<file path="config.mk">
export PLATFORM = sky130hd
export DESIGN_NAME = spi_display_rx_flat
export DESIGN_NICKNAME = d
export VERILOG_FILES = /design/src/rtl/spi_display_pkg.sv /design/src/rtl/spi_display_rx_if.sv /design/src/rtl/spi_byte_rx.sv /design/src/rtl/spi_display_rx.sv /design/src/flat_wrapper.sv
export SDC_FILE = /design/constraint.sdc
export NUM_CORES = 1
export LEC_CHECK = 0
export ABC_AREA = 1
export CAP_MARGIN = 5
export CORE_UTILIZATION = 63
export CTS_BUF_LIST = sky130_fd_sc_hd__clkbuf_16
export DETAILED_ROUTE_END_ITERATION = 6
export DONT_BUFFER_PORTS = 1
export PLACE_DENSITY = 0.81
export SETUP_SLACK_MARGIN = 0.05
export SYNTH_ARGS = -nofsm -noshare
export SYNTH_HDL_FRONTEND = slang
export SYNTH_SLANG_ARGS = --single-unit
</file>
<file path="constraint.sdc">
create_clock -name i_clk -period 2 [get_ports i_clk]
set_clock_uncertainty 0.05 [all_clocks]
set_input_delay 0.2 -clock i_clk [delete_from_list [all_inputs] [get_ports i_clk]]
set_output_delay 0.2 -clock i_clk [all_outputs]
set_load 0.005 [all_outputs]
</file>
<file path="src/rtl/spi_display_pkg.sv">
// ============================================================================
//  Module      : spi_display_pkg
//  Description : Display serial-link command codes, decoder states and the
//                RGB565 pixel type. Shared by the transmit and receive sides.
//  Revision    : 1.0
// ============================================================================
`default_nettype none

package spi_display_pkg;

    localparam logic [7:0] CMD_CASET = 8'h2A;
    localparam logic [7:0] CMD_PASET = 8'h2B;
    localparam logic [7:0] CMD_RAMWR = 8'h2C;

    typedef enum logic [1:0] {
        S_IDLE  = 2'd0,
        S_CASET = 2'd1,
        S_PASET = 2'd2,
        S_RAMWR = 2'd3
    } dec_state_e;

    typedef struct packed {
        logic [4:0] r;
        logic [5:0] g;
        logic [4:0] b;
    } rgb565_t;

endpackage

`default_nettype wire

</file>
<file path="src/rtl/spi_display_rx_if.sv">
// ============================================================================
//  Module      : spi_display_rx_if
//  Description : Serial link inputs and decoded command/pixel outputs of the
//                display receiver.
//  Revision    : 1.0
// ============================================================================
`default_nettype none

interface spi_display_rx_if;
    logic        i_mosi;
    logic        i_dc;
    logic        i_cs;
    logic        o_cmd_valid;
    logic [7:0]  o_cmd;
    logic        o_px_valid;
    logic [8:0]  o_px_x;
    logic [8:0]  o_px_y;
    logic [15:0] o_px_color;
    logic        o_oob;
    logic [8:0]  o_xs;
    logic [8:0]  o_xe;
    logic [8:0]  o_ys;
    logic [8:0]  o_ye;

    modport master (
        output i_mosi, i_dc, i_cs,
        input  o_cmd_valid, o_cmd, o_px_valid, o_px_x, o_px_y, o_px_color,
               o_oob, o_xs, o_xe, o_ys, o_ye
    );

    modport slave (
        input  i_mosi, i_dc, i_cs,
        output o_cmd_valid, o_cmd, o_px_valid, o_px_x, o_px_y, o_px_color,
               o_oob, o_xs, o_xe, o_ys, o_ye
    );
endinterface

`default_nettype wire

</file>
<file path="src/rtl/spi_byte_rx.sv">
// ============================================================================
//  Module      : spi_byte_rx
//  Description : MSB-first byte deserialiser; one bit per clock while CS low.
//  Revision    : 1.0
// ============================================================================
`default_nettype none

module spi_byte_rx (
    input  wire logic       i_clk,
    input  wire logic       i_rst,
    input  wire logic       i_mosi,
    input  wire logic       i_dc,
    input  wire logic       i_cs,
    output logic [7:0]      o_byte,
    output logic            o_dc,
    output logic            o_byte_valid
);

    logic [2:0] bit_cnt_q, bit_cnt_d;
    logic [6:0] shift_q, shift_d;

    always_comb begin
        bit_cnt_d = bit_cnt_q;
        shift_d   = shift_q;
        if (i_cs) begin
            bit_cnt_d = 3'd0;
            shift_d   = 7'd0;
        end else begin
            bit_cnt_d = bit_cnt_q + 3'd1;
            shift_d   = {shift_q[5:0], i_mosi};
        end
    end

    always_ff @(posedge i_clk) begin
        if (!i_rst) begin
            bit_cnt_q <= 3'd0;
            shift_q   <= 7'd0;
        end else begin
            bit_cnt_q <= bit_cnt_d;
            shift_q   <= shift_d;
        end
    end

    // The completed byte is presented in the same cycle as its last bit so
    // the decoder can register the result on that edge.
    assign o_byte       = {shift_q, i_mosi};
    assign o_dc         = i_dc;
    assign o_byte_valid = !i_cs && (bit_cnt_q == 3'd7);

endmodule

`default_nettype wire

</file>
<file path="src/rtl/spi_display_rx.sv">
// ============================================================================
//  Module      : spi_display_rx
//  Description : Display write-interface receiver: decodes CASET/PASET/RAMWR
//                and emits one pixel write per RGB565 word.
//  Revision    : 1.0
// ============================================================================
`default_nettype none

module spi_display_rx
    import spi_display_pkg::*;
#(
    parameter int WIDTH  = 240,
    parameter int HEIGHT = 320
) (
    input  wire logic          i_clk,
    input  wire logic          i_rst,
    spi_display_rx_if.slave    bus
);

    localparam logic [8:0] X_LIM  = 9'(WIDTH);
    localparam logic [8:0] Y_LIM  = 9'(HEIGHT);
    localparam logic [8:0] XE_RST = 9'(WIDTH - 1);
    localparam logic [8:0] YE_RST = 9'(HEIGHT - 1);

    logic [7:0] rx_byte;
    logic       rx_dc;
    logic       rx_valid;

    spi_byte_rx u_byte_rx (
        .i_clk        (i_clk),
        .i_rst        (i_rst),
        .i_mosi       (bus.i_mosi),
        .i_dc         (bus.i_dc),
        .i_cs         (bus.i_cs),
        .o_byte       (rx_byte),
        .o_dc         (rx_dc),
        .o_byte_valid (rx_valid)
    );

    dec_state_e state_q, state_d;
    logic [1:0] pidx_q, pidx_d;
    logic [23:0] param_q, param_d;
    logic [8:0] xs_q, xs_d, xe_q, xe_d, ys_q, ys_d, ye_q, ye_d;
    logic [8:0] x_q, x_d, y_q, y_d;
    logic       half_q, half_d;
    logic [7:0] first_q, first_d;
    logic       cmd_valid_q, cmd_valid_d;
    logic [7:0] cmd_q, cmd_d;
    logic       px_valid_q, px_valid_d;
    logic       oob_q, oob_d;
    logic [8:0] px_x_q, px_x_d, px_y_q, px_y_d;
    rgb565_t    px_color_q, px_color_d;
    logic [8:0] win_start, win_end;

    // Parameter values are 16-bit on the wire; only the low 9 bits are kept.
    assign win_start = {param_q[16], param_q[15:8]};
    assign win_end   = {param_q[0], rx_byte};

    always_comb begin
        state_d     = state_q;
        pidx_d      = pidx_q;
        param_d     = param_q;
        xs_d        = xs_q;
        xe_d        = xe_q;
        ys_d        = ys_q;
        ye_d        = ye_q;
        x_d         = x_q;
        y_d         = y_q;
        half_d      = half_q;
        first_d     = first_q;
        cmd_valid_d = 1'b0;
        cmd_d       = cmd_q;
        px_valid_d  = 1'b0;
        oob_d       = 1'b0;
        px_x_d      = px_x_q;
        px_y_d      = px_y_q;
        px_color_d  = px_color_q;
        if (rx_valid && !rx_dc) begin
            cmd_valid_d = 1'b1;
            cmd_d       = rx_byte;
            pidx_d      = 2'd0;
            case (rx_byte)
                CMD_CASET: state_d = S_CASET;
                CMD_PASET: state_d = S_PASET;
                CMD_RAMWR: begin
                    state_d = S_RAMWR;
                    x_d     = xs_q;
                    y_d     = ys_q;
                    half_d  = 1'b0;
                end
                default:   state_d = S_IDLE;
            endcase
        end else if (rx_valid) begin
            case (state_q)
                S_CASET, S_PASET: begin
                    case (pidx_q)
                        2'd0:    param_d[23:16] = rx_byte;
                        2'd1:    param_d[15:8]  = rx_byte;
                        2'd2:    param_d[7:0]   = rx_byte;
                        default: param_d        = param_q;
                    endcase
                    pidx_d = pidx_q + 2'd1;
                    if (pidx_q == 2'd3) begin
                        if (state_q == S_CASET) begin
                            xs_d = win_start;
                            xe_d = win_end;
                        end else begin
                            ys_d = win_start;
                            ye_d = win_end;
                        end
                        state_d = S_IDLE;
                    end
                end
                S_RAMWR: begin
                    if (!half_q) begin
                        first_d = rx_byte;
                        half_d  = 1'b1;
                    end else begin
                        half_d     = 1'b0;
                        px_x_d     = x_q;
                        px_y_d     = y_q;
                        px_color_d = rgb565_t'({first_q, rx_byte});
                        if (x_q < X_LIM && y_q < Y_LIM) px_valid_d = 1'b1;
                        else                            oob_d      = 1'b1;
                        // Cursor wraps on equality with the end value only,
                        // so an inverted window runs until 9-bit overflow.
                        if (x_q == xe_q) begin
                            x_d = xs_q;
                            y_d = (y_q == ye_q) ? ys_q : y_q + 9'd1;
                        end else begin
                            x_d = x_q + 9'd1;
                        end
                    end
                end
                default: state_d = S_IDLE;
            endcase
        end
    end

    always_ff @(posedge i_clk) begin
        if (!i_rst) begin
            state_q     <= S_IDLE;
            pidx_q      <= 2'd0;
            param_q     <= 24'd0;
            xs_q        <= 9'd0;
            xe_q        <= XE_RST;
            ys_q        <= 9'd0;
            ye_q        <= YE_RST;
            x_q         <= 9'd0;
            y_q         <= 9'd0;
            half_q      <= 1'b0;
            first_q     <= 8'd0;
            cmd_valid_q <= 1'b0;
            cmd_q       <= 8'd0;
            px_valid_q  <= 1'b0;
            oob_q       <= 1'b0;
            px_x_q      <= 9'd0;
            px_y_q      <= 9'd0;
            px_color_q  <= '0;
        end else begin
            state_q     <= state_d;
            pidx_q      <= pidx_d;
            param_q     <= param_d;
            xs_q        <= xs_d;
            xe_q        <= xe_d;
            ys_q        <= ys_d;
            ye_q        <= ye_d;
            x_q         <= x_d;
            y_q         <= y_d;
            half_q      <= half_d;
            first_q     <= first_d;
            cmd_valid_q <= cmd_valid_d;
            cmd_q       <= cmd_d;
            px_valid_q  <= px_valid_d;
            oob_q       <= oob_d;
            px_x_q      <= px_x_d;
            px_y_q      <= px_y_d;
            px_color_q  <= px_color_d;
        end
    end

    assign bus.o_cmd_valid = cmd_valid_q;
    assign bus.o_cmd       = cmd_q;
    assign bus.o_px_valid  = px_valid_q;
    assign bus.o_px_x      = px_x_q;
    assign bus.o_px_y      = px_y_q;
    assign bus.o_px_color  = px_color_q;
    assign bus.o_oob       = oob_q;
    assign bus.o_xs        = xs_q;
    assign bus.o_xe        = xe_q;
    assign bus.o_ys        = ys_q;
    assign bus.o_ye        = ye_q;

endmodule

`default_nettype wire

</file>
<file path="src/flat_wrapper.sv">
// flat-port wrapper written by rule: the top's interface ports become plain ports
module spi_display_rx_flat import spi_display_pkg::*;
#(
    parameter int WIDTH  = 240,
    parameter int HEIGHT = 320
)
  (i_clk, i_rst, bus_i_mosi, bus_i_dc, bus_i_cs, bus_o_cmd_valid, bus_o_cmd, bus_o_px_valid, bus_o_px_x, bus_o_px_y, bus_o_px_color, bus_o_oob, bus_o_xs, bus_o_xe, bus_o_ys, bus_o_ye);
  spi_display_rx_if bus_i ();
  input  wire logic i_clk;
  input  wire logic i_rst;
  input wire logic [$bits(bus_i.i_mosi)-1:0] bus_i_mosi;
  input wire logic [$bits(bus_i.i_dc)-1:0] bus_i_dc;
  input wire logic [$bits(bus_i.i_cs)-1:0] bus_i_cs;
  output wire logic [$bits(bus_i.o_cmd_valid)-1:0] bus_o_cmd_valid;
  output wire logic [$bits(bus_i.o_cmd)-1:0] bus_o_cmd;
  output wire logic [$bits(bus_i.o_px_valid)-1:0] bus_o_px_valid;
  output wire logic [$bits(bus_i.o_px_x)-1:0] bus_o_px_x;
  output wire logic [$bits(bus_i.o_px_y)-1:0] bus_o_px_y;
  output wire logic [$bits(bus_i.o_px_color)-1:0] bus_o_px_color;
  output wire logic [$bits(bus_i.o_oob)-1:0] bus_o_oob;
  output wire logic [$bits(bus_i.o_xs)-1:0] bus_o_xs;
  output wire logic [$bits(bus_i.o_xe)-1:0] bus_o_xe;
  output wire logic [$bits(bus_i.o_ys)-1:0] bus_o_ys;
  output wire logic [$bits(bus_i.o_ye)-1:0] bus_o_ye;
  assign bus_i.i_mosi = bus_i_mosi;
  assign bus_i.i_dc = bus_i_dc;
  assign bus_i.i_cs = bus_i_cs;
  assign bus_o_cmd_valid = bus_i.o_cmd_valid;
  assign bus_o_cmd = bus_i.o_cmd;
  assign bus_o_px_valid = bus_i.o_px_valid;
  assign bus_o_px_x = bus_i.o_px_x;
  assign bus_o_px_y = bus_i.o_px_y;
  assign bus_o_px_color = bus_i.o_px_color;
  assign bus_o_oob = bus_i.o_oob;
  assign bus_o_xs = bus_i.o_xs;
  assign bus_o_xe = bus_i.o_xe;
  assign bus_o_ys = bus_i.o_ys;
  assign bus_o_ye = bus_i.o_ye;
  spi_display_rx #(.WIDTH(WIDTH), .HEIGHT(HEIGHT)) u_core (.i_clk(i_clk), .i_rst(i_rst), .bus(bus_i));
endmodule
</file>
## Word-level counts from Yosys, hierarchy flattened

Cells that the tools add are included.

- Magnitude comparators: 2
- Equality and inequality tests: 15
- Bitwise gates (word level): 6
- Add/subtract/negate cells: 4
- Multiplexer cells: 26
- Reduce and logical (&&, ||, !) cells: 26

Operators with widths:

| operator | number |
|---|---|
| two-way mux 9 bit | 13 |
| equality test 8 x 6 -> 1 bit, second input constant | 3 |
| AND reduction 4 bit | 6 |
| adder 9 x 1 -> 9 bit, second input constant | 2 |
| equality test 9 bit | 2 |
| AND reduction 5 bit | 3 |
| less-than comparator 9 x 8 -> 1 bit, second input constant | 1 |
| less-than comparator 9 bit, second input constant | 1 |
| equality test 2 bit, second input constant | 4 |
| two-way mux 1 bit | 8 |
| nonzero test 2 bit | 4 |
| two-way mux 2 bit | 3 |
| NOT 1 bit | 6 |
| one-hot mux 2 bit (3 select lines) | 1 |
| AND reduction 3 bit | 2 |
| OR reduction 2 bit | 3 |
| OR reduction 5 bit | 1 |
| equality test 2 x 1 -> 1 bit, second input constant | 2 |
| one-hot mux 2 bit (2 select lines) | 1 |
| adder 3 x 1 -> 3 bit, second input constant | 1 |
| equality test 3 bit, second input constant | 1 |
| logical AND 1 bit | 3 |
| != test 3 x 1 -> 1 bit, second input constant | 1 |
| adder 2 x 1 -> 2 bit, second input constant | 1 |
| 5 further kinds | 6 |

- Logic and storage cells: 103
- Bits of input ports: 5
- Output and inout port bits: 81
- Register bits after elaboration: 132

## Depth between registers and ports, before layout

- Depth after elaboration: 7
- Gate-level depth with buffers: 13
- Mapped depth without buffers: 12

## Cells and area by module

From an unflattened synthesis, not the netlist that was laid out.

- Cells, all modules: 712
- Area total of the unflattened synthesis: 5475.3 um2

By module, submodules not included:

| module | sequential area each (um2) | area each (um2) | cells an instance | instances |
|---|---|---|---|---|
| spi_display_rx | 2442.3 | 5141.2 | 675 | 1 |
| spi_byte_rx | 200.2 | 334.1 | 37 | 1 |

## Least setup slack after synthesis

Ideal clock, no wire load.

- Kind: register to register
- Start: reg u_core.u_byte_rx.bit_cnt_q[0]
- End: reg u_core.y_q[6]
- Arrival time: 1.564 ns
- Period minus slack after synthesis: 1.728 ns
- Setup slack: 0.272 ns
- Setup time: 0.113 ns
- Data required time: 1.837 ns
- Cell stages (with the launch flop): 13
- Buffers on the path: 1
- Cells stage by stage: dfxtp_1 > ha_1 > ha_1 > nand2_2 > nor2_4 > inv_4 > nand2_1 > nand4_1 > a21oi_2 > buf_6 > nand3_1 > nand2_1 > nor2_1

- Longest elaborated chain between the ends: 5
- Elaborated cells between the ends (all ways): 10
- Classes of those cells: eq/ne: 2; mux: 1; reduce/logical: 7

Ends and longest elaborated chain:

| element | RTL line | text |
|---|---|---|
| start, declared | spi_byte_rx.sv:19 | `logic [2:0] bit_cnt_q, bit_cnt_d;` |
| start signal, assigned | spi_byte_rx.sv:39 | `bit_cnt_q <= bit_cnt_d;` |
| equality test 3 bit * | spi_byte_rx.sv:48 | `assign o_byte_valid = !i_cs && (bit_cnt_q == 3'd7);` |
| logical AND 1 bit * | spi_byte_rx.sv:48 |  |
| logical AND 1 bit | spi_display_rx.sv:78 | `if (rx_valid && !rx_dc) begin` |
| != test 2 bit (no source line) / nonzero test 2 bit (equally long branches) | -- |  |
| AND reduction 5 bit (no source line) | -- |  |
| end signal, assigned | spi_display_rx.sv:169 | `y_q <= y_d;` |
| end, declared | spi_display_rx.sv:44 | `logic [8:0] x_q, x_d, y_q, y_d;` |

Every way passes the cells marked *; elsewhere a longest branch is shown, timed or not.
A chain may end at the register's enable or synchronous reset.

## Worst setup path in the final report

- Start: reg u_core.u_byte_rx.bit_cnt_q[0]
- End: reg u_core.y_q[7]

Same word-level chain as after synthesis.

==> impl_metrics.toml <==
[outcome]
run_status = "complete, but fails checks"
violations = "hold timing"

[synth]
synth_largest_area_cell = "dfxtp_1"
synth_top_cell_area_share = 0.484
seq_area_frac_synth = 0.484
syn-num-nets = 705
postSynthCellCount = 690
netlist-cell-type-count = 32
ys_ff_latch = 132
synth_area_leaders = "dfxtp_1 48%, o21ai_0 7.2%, a21oi_1 7.1%"
syn_avg_cell_area_um2 = 7.92
netlist_area_um2 = 5470
yosys_warnings = 0

[pwr]
p_sw_w = 0.00124
total_power_w = 0.00574
power.share.clock = 0.531
ir_drop_v = 0.000616
combPwrFrac = 0.010
power_frac_seq = 0.460
p_per_area_nw_per_um2 = 904
swShare = 0.216
leakagePower_nw = 2.63
internal-power_w = 0.00450

[placed_design]
hpwl_um = 9300
port_buffers = 0
globalplace.congestion = 0.917

[sta]
hold_viol_final = 101
drv_slew = 0
holdWs_ns = -0.149
post-route-min-period_ns = 1.98
finalCritPeriodShare = 0.988
worst_slew_pin_slew_ns = 0.431
setup_violations = 0
relSlewSlack = 0.712
rsz0062_at_grt = "true"
fmax_ghz = 0.506

[grt]
grt_antenna_before_repair = 0
grt_util_all_layers = 0.319
grt_pass1_wl_um = 21800
grt_overflow = 0
grt_max_degree = 105
grt_pass1_vias = 4433

[floorplan]
die_w_um = 95.1
initial_utilization = 0.659
die_h_um = 95.1
dieArea_um2 = 9050
core_um2 = 8300
pin_count = 86
rows = 33

[detailed_routing]
drt_first_pass_iters = 7
routed_wl_um = 14500
num_vias = 4872
drtIter0Drc = 394
drc = 0
ant_nets = 0
wire_per_inst_um = 17.6
viasPerCell = 5.91

[clock_network]
cts-root-buf = "clkbuf_16"
clk_pin_slew_ns = 0.06
cts_hold_buf = 2
clockBufferDepth = 2
cts_buffers = 17
cts_sinks = 132
clock_latency_ns = 0.42
ctsHtreeMaxLevel = 4
cts_tree = "yes"

[setup_path]
cp.required_ns = 2.31
cp-end-kind = "register"
crit_fanout = 7
criticalPathCategory = "reg -> reg"
arrival_ns = 2.28
cp-start-kind = "register"

[final_layout]
antennaDiodeCount = 0
final_nets = 722
final_common_cell = "dfxtp_1"
synthToLayoutAreaGrowth_pct = 16.1
layout_common_cells = "130 x dfxtp_1, 90 x nand2_1, 78 x o21ai_0, 78 x a21oi_1, 64 x nor2_1"
fillers = 586
drive_gt1_frac = 0.138

[min_path]
hold_path.class = "in -> reg"

[job]
drv_cap = 0
logic make-up after synthesis:
kind of cell / Yosys count / synth area share
AOI/OAI and AO/OA: 192 / 0.185
xor gates and xnor gates: 23 / 0.0369
adders and majority gates: 10 / 0.0229
buffers and inverters: 108 / 0.0859
DFF: 132 / 0.484
and+or+nand+nor: 225 / 0.185
synth_stat cells, drive strengths merged:
cell type  instances
nand3             36
nor2              69
inv               72
and3               1
nand3b             3
nand2             99
clkinv             1
ha                10
a211oi             2
xor2              13
nand4             10
nor3               5
a21oi             80
o21ai             94
o211ai            15
nor4               2
dfxtp            132
a21boi             1
xnor2             10
buf               22
clkbuf            13
critical path: stages, from the launching register on:
cell     delay (ns)
dfxtp_2        0.35
ha_4           0.14
ha_4           0.13
nand2_4        0.06
nor2_4         0.18
inv_4          0.09
nand2_4        0.08
nand4_1        0.21
a21oi_4        0.30
buf_4          0.17
o21ai_1        0.07
nor2_1         0.09
routing by layer:
metal / global-route usage / part of all wire / up-vias
met4: 0.146 / 0.031 / 0
met1: 0.379 / 0.38 / 2259
met5: 0 / 0 / -
li1: - / - / 2327
met3: 0.0781 / 0.091 / 49
met2: 0.542 / 0.50 / 237
worst paths after layout:
kind | to | slack (ns) | cells past startpoint | startpoint
hold / removal | u_core.bus.o_xe[6]$_SDFFE_PN1P_ | -0.15 | 1 | i_rst
setup reg to reg | u_core.y_q[7]$_SDFFE_PN0P_ | 0.02 | 11 | u_core.u_byte_rx.bit_cnt_q[0]$_SDFF_PP0_
hold reg to reg | u_core.bus.o_px_color[11]$_SDFFE_PN0P_ | 0.40 | 2 | u_core.first_q[3]$_SDFFE_PN0P_
setup / recovery | u_core.y_q[7]$_SDFFE_PN0P_ | 0.02 | 11 | u_core.u_byte_rx.bit_cnt_q[0]$_SDFF_PP0_
area by class of cell:
class,instances,area (um2),share of cell area
Timing Repair inverter,1,5.00,0.000789
Clock buffer,17,425,0.0670
Sequential cell,132,2650,0.417
Timing Repair Buffer,32,282,0.0444
Tap cell,105,131,0.0207
Multi-Input combinational cell,450,2420,0.381
Inverter,73,283,0.0446
Clock inverter,15,158,0.0248
flip-flops by register name, summed over array words and instances (netlist names), 2 cells and up:
name and count:
u_core.u_byte_rx.shift_q 7, u_core.param_q 10, u_core.bus.o_ys 9, u_core.bus.o_px_color 16
u_core.u_byte_rx.bit_cnt_q 3, u_core.pidx_q 2, u_core.first_q 8, u_core.bus.o_px_y 9
u_core.y_q 9, u_core.state_q 2, u_core.x_q 9, u_core.bus.o_cmd 8
u_core.bus.o_xs 9, u_core.bus.o_ye 9, u_core.bus.o_px_x 9, u_core.bus.o_xe 9
power by group through the flow:
stage / combinational (W) / sequential [W] / clock [W]
floorplan: 0.0000539 / 0.00269 / 0
global placement: 0.0000434 / 0.00269 / 0
detailed placement: 0.0000445 / 0.00269 / 0
CTS: 0.0000511 / 0.00264 / 0.00304
global route: 0.0000607 / 0.00264 / 0.00317
finish: 0.0000566 / 0.00264 / 0.00304
metrics by stage:
step	instance area (um2)	worst slack, ns	util	cells	TNS [ns]
after global routing	6340	-0.0693	0.765	825	-0.416
after floorplan	5470	0.272	-	690	0
final	6340	0.0246	0.765	825	0
after CTS	6240	0.0495	0.752	819	0
after global placement	5610	0.0699	0.676	783	0
after detailed placement	5610	-0.0451	0.676	783	-0.180
what timing repair did:
| item | CTS | global route |
|---|---|---|
| resized for setup | 2 | 17 |
| endpoints found under the hold margin | 108 | 102 |
| buffers inserted | 2 | 5 |
| cloned | 0 | 1 |
| setup endpoints to repair | 9 | 66 |
| pin swaps | 0 | 7 |
Note: power is estimated with default switching activity, not from simulation.
